File: config.mk
export PLATFORM = sky130hd
export DESIGN_NAME = bus6509_ctrl_flat
export DESIGN_NICKNAME = d
export VERILOG_FILES = /design/src/rtl/bus6509_pkg.sv /design/src/rtl/bus6509_ctrl_if.sv /design/src/rtl/bus6509_ctrl_phase_timer.sv /design/src/rtl/bus6509_ctrl.sv /design/src/flat_wrapper.sv
export SDC_FILE = /design/constraint.sdc
export NUM_CORES = 1
export LEC_CHECK = 0
export ABC_AREA = 1
export CORE_AREA = 2 2 82 84
export CTS_CLUSTER_SIZE = 14
export DETAILED_ROUTE_END_ITERATION = 8
export DIE_AREA = 0 0 84 86
export PLACE_DENSITY = 0.53
export SLEW_MARGIN = 20
export SYNTH_ARGS = -nofsm -noshare
export SYNTH_HDL_FRONTEND = slang
export SYNTH_SLANG_ARGS = --single-unit
File: constraint.sdc
create_clock -name clock -period 2.16 [get_ports clock]
set_input_delay 0.216 -clock clock [delete_from_list [all_inputs] [get_ports clock]]
set_output_delay 0.216 -clock clock [all_outputs]
set_load 0.01 [all_outputs]
File: src/rtl/bus6509_pkg.sv
// Shared types and constants for the 6509 CPU bus controller.
// Bus-cycle state encoding, reset execution bank and timer width.
package bus6509_pkg;

  typedef enum logic [2:0] {
    ST_P1,
    ST_GAP1,
    ST_P2,
    ST_WAIT,
    ST_GAP2
  } state_t;

  localparam logic [3:0] BANK_RESET = 4'hF;
  localparam int         ADDR_W     = 20;
  localparam int         TMR_W      = 8;

endpackage

File: src/rtl/bus6509_ctrl_if.sv
// CPU-side and memory-side signals of the 6509 bus, grouped for the controller.
// master = bus6509_ctrl; slave = CPU/memory model side.
interface bus6509_ctrl_if;
  import bus6509_pkg::*;

  logic              phi1_6509;
  logic              phi2_6509;
  logic [3:0]        address_bank;
  logic [15:0]       address_cpu;
  logic              r_w;
  logic              sync;
  logic              dma_req;
  logic              rdy;
  logic [ADDR_W-1:0] mem_addr;
  logic              mem_req;
  logic              mem_oe;
  logic              mem_we;
  logic              mem_ack;
  logic              bank_xfer;
  logic              wait_timeout;

  modport master (
    output phi1_6509, phi2_6509, rdy, mem_addr, mem_req, mem_oe, mem_we,
           bank_xfer, wait_timeout,
    input  address_bank, address_cpu, r_w, sync, dma_req, mem_ack
  );

  modport slave (
    input  phi1_6509, phi2_6509, rdy, mem_addr, mem_req, mem_oe, mem_we,
           bank_xfer, wait_timeout,
    output address_bank, address_cpu, r_w, sync, dma_req, mem_ack
  );

endinterface

File: src/rtl/bus6509_ctrl_phase_timer.sv
// Loadable down-counter; tc is high while the count sits at zero.
// Load takes effect on the next clock; the count holds at zero until reloaded.
module bus6509_ctrl_phase_timer
  import bus6509_pkg::*;
#(
  parameter logic [TMR_W-1:0] RST_VAL = '0
) (
  input  logic             clock,
  input  logic             _reset,
  input  logic             load,
  input  logic [TMR_W-1:0] load_val,
  output logic             tc
);

  logic [TMR_W-1:0] count;

  always_ff @(posedge clock or negedge _reset) begin
    if (!_reset) begin
      count <= RST_VAL;
    end else if (load) begin
      count <= load_val;
    end else if (count != '0) begin
      count <= count - 1'b1;
    end
  end

  assign tc = (count == '0);

endmodule

File: src/rtl/bus6509_ctrl.sv
// System-side master of the 6509 bus: phi1/phi2 generation, memory request, bank snoop, DMA rdy.
// Period P1+GAP+P2+GAP clocks; with BUS6509_WAIT_EN defined, phi2 stretches until mem_ack or MAX_WAIT.
// rdy follows dma_req sampled on the last GAP2 clock, updated only at P1 entry.
module bus6509_ctrl
  import bus6509_pkg::*;
#(
  parameter int P1_CLKS  = 4,
  parameter int P2_CLKS  = 4,
  parameter int GAP_CLKS = 1,
  parameter int MAX_WAIT = 15
) (
  input  logic           clock,
  input  logic           _reset,
  bus6509_ctrl_if.master bus
);

  state_t           state, state_nxt;
  logic             tmr_load;
  logic [TMR_W-1:0] tmr_val;
  logic             tmr_tc;
  logic             timeout_nxt;
  logic [3:0]       exec_bank;
  logic             p2_entry;
  logic             bus_exit;

  bus6509_ctrl_phase_timer #(
    .RST_VAL (TMR_W'(P1_CLKS - 1))
  ) u_timer (
    .clock    (clock),
    ._reset   (_reset),
    .load     (tmr_load),
    .load_val (tmr_val),
    .tc       (tmr_tc)
  );

  always_comb begin
    state_nxt   = state;
    tmr_load    = 1'b0;
    tmr_val     = '0;
    timeout_nxt = 1'b0;
    case (state)
      ST_P1: if (tmr_tc) begin
        state_nxt = ST_GAP1;
        tmr_load  = 1'b1;
        tmr_val   = TMR_W'(GAP_CLKS - 1);
      end
      ST_GAP1: if (tmr_tc) begin
        state_nxt = ST_P2;
        tmr_load  = 1'b1;
        tmr_val   = TMR_W'(P2_CLKS - 1);
      end
      ST_P2: if (tmr_tc) begin
        state_nxt = ST_GAP2;
        tmr_load  = 1'b1;
        tmr_val   = TMR_W'(GAP_CLKS - 1);
`ifdef BUS6509_WAIT_EN
        // an ack on the final P2 clock already satisfies the request
        if (bus.mem_req && !bus.mem_ack) begin
          state_nxt = ST_WAIT;
          tmr_val   = TMR_W'(MAX_WAIT - 1);
        end
`endif
      end
      ST_WAIT: if (bus.mem_ack || tmr_tc) begin
        state_nxt = ST_GAP2;
        tmr_load  = 1'b1;
        tmr_val   = TMR_W'(GAP_CLKS - 1);
`ifdef BUS6509_WAIT_EN
        timeout_nxt = !bus.mem_ack;
`endif
      end
      ST_GAP2: if (tmr_tc) begin
        state_nxt = ST_P1;
        tmr_load  = 1'b1;
        tmr_val   = TMR_W'(P1_CLKS - 1);
      end
      default: begin
        state_nxt = ST_P1;
        tmr_load  = 1'b1;
        tmr_val   = TMR_W'(P1_CLKS - 1);
      end
    endcase
  end

  assign p2_entry = (state == ST_GAP1) && tmr_tc;
  assign bus_exit = ((state == ST_P2) || (state == ST_WAIT)) && (state_nxt == ST_GAP2);

  always_ff @(posedge clock or negedge _reset) begin
    if (!_reset) begin
      state            <= ST_P1;
      bus.phi1_6509    <= 1'b1;
      bus.phi2_6509    <= 1'b0;
      bus.rdy          <= 1'b1;
      bus.mem_req      <= 1'b0;
      bus.mem_oe       <= 1'b0;
      bus.mem_we       <= 1'b0;
      bus.mem_addr     <= '0;
      bus.bank_xfer    <= 1'b0;
      bus.wait_timeout <= 1'b0;
      exec_bank        <= BANK_RESET;
    end else begin
      state            <= state_nxt;
      // phases decoded from the next state so both outputs come straight off flops
      bus.phi1_6509    <= (state_nxt == ST_P1);
      bus.phi2_6509    <= (state_nxt == ST_P2) || (state_nxt == ST_WAIT);
      bus.wait_timeout <= timeout_nxt;

      if (p2_entry) begin
        bus.mem_addr  <= {bus.address_bank, bus.address_cpu};
        bus.mem_req   <= 1'b1;
        bus.mem_oe    <= bus.r_w;
        bus.mem_we    <= !bus.r_w;
        bus.bank_xfer <= !bus.sync && (bus.address_bank != exec_bank);
        if (bus.sync) begin
          exec_bank <= bus.address_bank;
        end
      end else if (bus_exit || (bus.mem_req && bus.mem_ack)) begin
        bus.mem_req <= 1'b0;
        bus.mem_oe  <= 1'b0;
        bus.mem_we  <= 1'b0;
      end

      if ((state == ST_GAP2) && tmr_tc) begin
        bus.rdy <= !bus.dma_req;
      end
    end
  end

endmodule

File: src/flat_wrapper.sv
// flat-port wrapper written by rule: the top's interface ports become plain ports
module bus6509_ctrl_flat import bus6509_pkg::*;
#(
  parameter int P1_CLKS  = 4,
  parameter int P2_CLKS  = 4,
  parameter int GAP_CLKS = 1,
  parameter int MAX_WAIT = 15
)
  (clock, _reset, bus_phi1_6509, bus_phi2_6509, bus_rdy, bus_mem_addr, bus_mem_req, bus_mem_oe, bus_mem_we, bus_bank_xfer, bus_wait_timeout, bus_address_bank, bus_address_cpu, bus_r_w, bus_sync, bus_dma_req, bus_mem_ack);
  bus6509_ctrl_if bus_i ();
  input  logic clock;
  input  logic _reset;
  output wire logic [$bits(bus_i.phi1_6509)-1:0] bus_phi1_6509;
  output wire logic [$bits(bus_i.phi2_6509)-1:0] bus_phi2_6509;
  output wire logic [$bits(bus_i.rdy)-1:0] bus_rdy;
  output wire logic [$bits(bus_i.mem_addr)-1:0] bus_mem_addr;
  output wire logic [$bits(bus_i.mem_req)-1:0] bus_mem_req;
  output wire logic [$bits(bus_i.mem_oe)-1:0] bus_mem_oe;
  output wire logic [$bits(bus_i.mem_we)-1:0] bus_mem_we;
  output wire logic [$bits(bus_i.bank_xfer)-1:0] bus_bank_xfer;
  output wire logic [$bits(bus_i.wait_timeout)-1:0] bus_wait_timeout;
  input wire logic [$bits(bus_i.address_bank)-1:0] bus_address_bank;
  input wire logic [$bits(bus_i.address_cpu)-1:0] bus_address_cpu;
  input wire logic [$bits(bus_i.r_w)-1:0] bus_r_w;
  input wire logic [$bits(bus_i.sync)-1:0] bus_sync;
  input wire logic [$bits(bus_i.dma_req)-1:0] bus_dma_req;
  input wire logic [$bits(bus_i.mem_ack)-1:0] bus_mem_ack;
  assign bus_phi1_6509 = bus_i.phi1_6509;
  assign bus_phi2_6509 = bus_i.phi2_6509;
  assign bus_rdy = bus_i.rdy;
  assign bus_mem_addr = bus_i.mem_addr;
  assign bus_mem_req = bus_i.mem_req;
  assign bus_mem_oe = bus_i.mem_oe;
  assign bus_mem_we = bus_i.mem_we;
  assign bus_bank_xfer = bus_i.bank_xfer;
  assign bus_wait_timeout = bus_i.wait_timeout;
  assign bus_i.address_bank = bus_address_bank;
  assign bus_i.address_cpu = bus_address_cpu;
  assign bus_i.r_w = bus_r_w;
  assign bus_i.sync = bus_sync;
  assign bus_i.dma_req = bus_dma_req;
  assign bus_i.mem_ack = bus_mem_ack;
  bus6509_ctrl #(.P1_CLKS(P1_CLKS), .P2_CLKS(P2_CLKS), .GAP_CLKS(GAP_CLKS), .MAX_WAIT(MAX_WAIT)) u_core (.clock(clock), ._reset(_reset), .bus(bus_i));
endmodule
==> flow_metrics.py <==
metrics = {
    "logic_synthesis": {
        "synthesis.area_um2": 1849,
        "synth_seq_area_share_pct": 57.37,
        "synth_ff_type": "dfrtp_1",
        "synth_area_leader_cell": "dfrtp_1",
        "synthesis.nets": 237,
        "syn_area_per_cell_um2": 8.806,
        "synth_top_area_share_pct": 46.01,
        "synth_edf_count": 0,
        "ys_ff_latch": 42,
        "synth.area.top_cells": "dfrtp_1 46%, nand2_1 16%, dfstp_2 11%",
        "ys.warnings.count": 0,
        "ys_types": 27,
        "synthArstFlopShare_pct": 100.0,
        "syn_inst": 210,
    },
    "grt": {
        "grt_pass1_wl_um": 6934,
        "grt_overflow": 0,
        "grt_usage_pct": 12.04,
        "antenna_found_initial": 0,
        "grt_max_degree": 25,
        "grt_pass1_vias": 1498,
    },
    "final_layout": {
        "area_growth_pct": 38.02,
        "nNetsFinal": 294,
        "layout_commonest_cell": "nand2_1",
        "layout_common_cells": "81 x nand2_1, 51 x clkdlybuf4s50_1, 34 x dfrtp_1",
        "fill_cells": 639,
        "antenna_cells": 0,
        "drive_gt1_share_pct": 10.07,
    },
    "place": {
        "pre_cts_slack_ns": 0.3830,
        "placement.io_buffers": 52,
        "detailedPlacementHpwl_um": 3033,
        "gp_congestion": 0.8151,
    },
    "timing": {
        "hold_slack_ns": 0.3353,
        "rsz0062_at_grt": "false",
        "fin_ws_ns": 0.3779,
        "hold_viol": 0,
        "period_needed_ns": 1.782,
        "fmax_mhz": 561.1,
        "setup_viol": 0,
        "setup_tns_ns": 0,
        "finClkSkew_ns": 0.007111,
        "slew_violations": 0,
        "finalCritPeriodShare_pct": 82.51,
    },
    "clock_tree": {
        "clockBufferDepth": 2,
        "cts_buffers": 5,
        "h-tree-depth": 2,
        "root_buffer": "clkbuf_8",
        "postCtsResizedCells": 0,
        "path_clk_slew_ns": 0.08,
        "clk_latency_ns": 0.29,
        "cts_sinks": 42,
        "cts_tree": "done",
    },
    "run_status": {
        "status": "complete, no violations",
    },
    "floorplan": {
        "dieArea_um2": 7224,
        "row_count": 29,
        "die_h_um": 86,
        "die_w_um": 84,
        "pin_count": 54,
        "initial_core_util_pct": 29.46,
        "coreArea_um2": 6277,
    },
    "critical_path": {
        "timing.rr.start": "u_core.u_timer.count[0]",
        "worstPathArrival_ns": 1.99,
        "start_kind": "register",
        "critPathCaptureType": "register",
        "worst-setup-path-type": "register to register",
        "r2r_setup_slack_ns": 0.38,
        "r2r-end": "u_core.bus.phi1_6509",
        "required_ns": 2.37,
        "ff2ff_path_depth": 8,
        "worstPathMaxFanout": 24,
    },
    "detailed_routing": {
        "highest_layer": "met4",
        "drtAntennaViolNets": 0,
        "wl_met2_um": 1915,
        "wl_per_cell_um": 11.88,
        "via_count": 1478,
        "route.detailed.drc": 0,
        "wl_met3_um": 248,
        "route.layer.met1.wl_um": 1886,
        "finalWirelength_um": 4100,
        "drt_iter0_markers": 59,
        "viasPerCell": 4.284,
        "dr.pass1.iters": 4,
    },
    "power": {
        "p_per_area_nw_per_um2": 638.2,
        "leakagePower_uw": 0.001241,
        "worst_ir_drop_vdd_v": 0.0003791,
    },
    "min_path": {
        "worstHoldPathType": "input port to asynchronous set/reset pin",
    },
    "run": {
        "cap_violations": 0,
    },
}
==> area by class of cell <==
| class | count | area, um^2 | area share [%] |
|---|---|---|---|
| repair buffers | 56 | 548.0 | 21.47 |
| well taps | 77 | 96.34 | 3.775 |
| multi-input cells | 145 | 673.1 | 26.37 |
| flip-flops and latches | 42 | 1061 | 41.57 |
| clock buffers | 6 | 72.57 | 2.843 |
| clock inverters | 2 | 37.54 | 1.471 |
| inverters | 17 | 63.81 | 2.500 |
==> per-layer routing <==
metal / track usage [%] / vias to the layer above
met5: 0 / -
met4: 3.079 / 0
met3: 4.139 / 5
met2: 19.85 / 40
met1: 15.25 / 668
li1: - / 765
==> worst max path at each step <==
| stage | from | endpoint | slack, ns | cells after the start |
|---|---|---|---|---|
| 3_5_place_dp | u_core.u_timer.count[0] | u_core.bus.phi1_6509 | 0.38 | 8 |
| 2_1_floorplan | u_core.u_timer.count[0] | u_core.u_timer.count[7] | 0.66 | 9 |
| 4_1_cts | u_core.u_timer.count[0] | u_core.bus.phi1_6509 | 0.35 | 8 |
| 6_report | u_core.u_timer.count[0] | u_core.bus.phi1_6509 | 0.38 | 8 |
| 3_3_place_gp | u_core.u_timer.count[0] | u_core.bus.phi1_6509 | 0.39 | 8 |
| 5_1_grt | u_core.u_timer.count[0] | u_core.bus.phi1_6509 | 0.18 | 8 |
==> registers in the layout, summed over array words and instances, names as in the netlist, 3 cells and up <==
name	flops
u_core.bus.mem_addr	20
u_core.exec_bank	4
u_core.state	3
u_core.u_timer.count	8
==> critical path, cell delays in order (launching register included) <==
cell and delay [ns]:
dfstp_2 0.55, inv_1 0.04, ha_1 0.21, nand2_1 0.13, nor2_4 0.07, nand2_4 0.10
buf_4 0.27, nand3_1 0.13, nor3_1 0.18
==> synthesized netlist by cell type, types with 2 or more instances <==
cell	number
nand2_2	2
buf_6	3
a21oi_1	4
nor3_1	4
xor2_1	3
inv_1	16
dfstp_2	8
nor2_1	16
buf_2	2
dfrtp_1	34
o21ai_0	12
nand3_1	7
xnor2_1	5
nand2_1	81
==> cells by family (layout without fill, tap and decap cells) <==
| kind of cell | after synthesis | after routing | share of synthesized area (%) |
|---|---|---|---|
| AO/OA/AOI/OAI | 18 | 18 | 5.278 |
| adder cells (fa/ha/maj) | 1 | 1 | 0.6765 |
| XOR/XNOR | 8 | 8 | 3.789 |
| buffers and inverters | 23 | 81 | 6.225 |
| flip-flops | 42 | 42 | 57.37 |
| other | 1 | 1 | 0.2028 |
| AND/OR/NAND/NOR | 117 | 117 | 26.46 |
==> stage by stage <==
| stage | total power, uW | util, % | instances | instance area [um^2] |
|---|---|---|---|---|
| floorplan | 903.6 | - | 210 | 1849 |
| global placement | 1028 | 38.75 | 336 | 2432 |
| detailed placement | 1028 | 38.75 | 336 | 2432 |
| CTS | 1657 | 40.66 | 345 | 2552 |
| global route | 1707 | 40.66 | 345 | 2552 |
| finish | 1629 | 40.66 | 345 | 2552 |
==> power by group <==
part	total (uW)	switching (uW)	internal, uW
Sequential	843	20.4	823
Combinational	168	64.4	104
Clock	618	273	345
Total	1630	358	1270
==> what timing repair did <==
item	in CTS	in global routing
buffers inserted	0	0
hold endpoints to repair	8	0
hold buffers	1	0
setup endpoints to repair	0	0
Note: power is estimated with default switching activity, not from simulation.
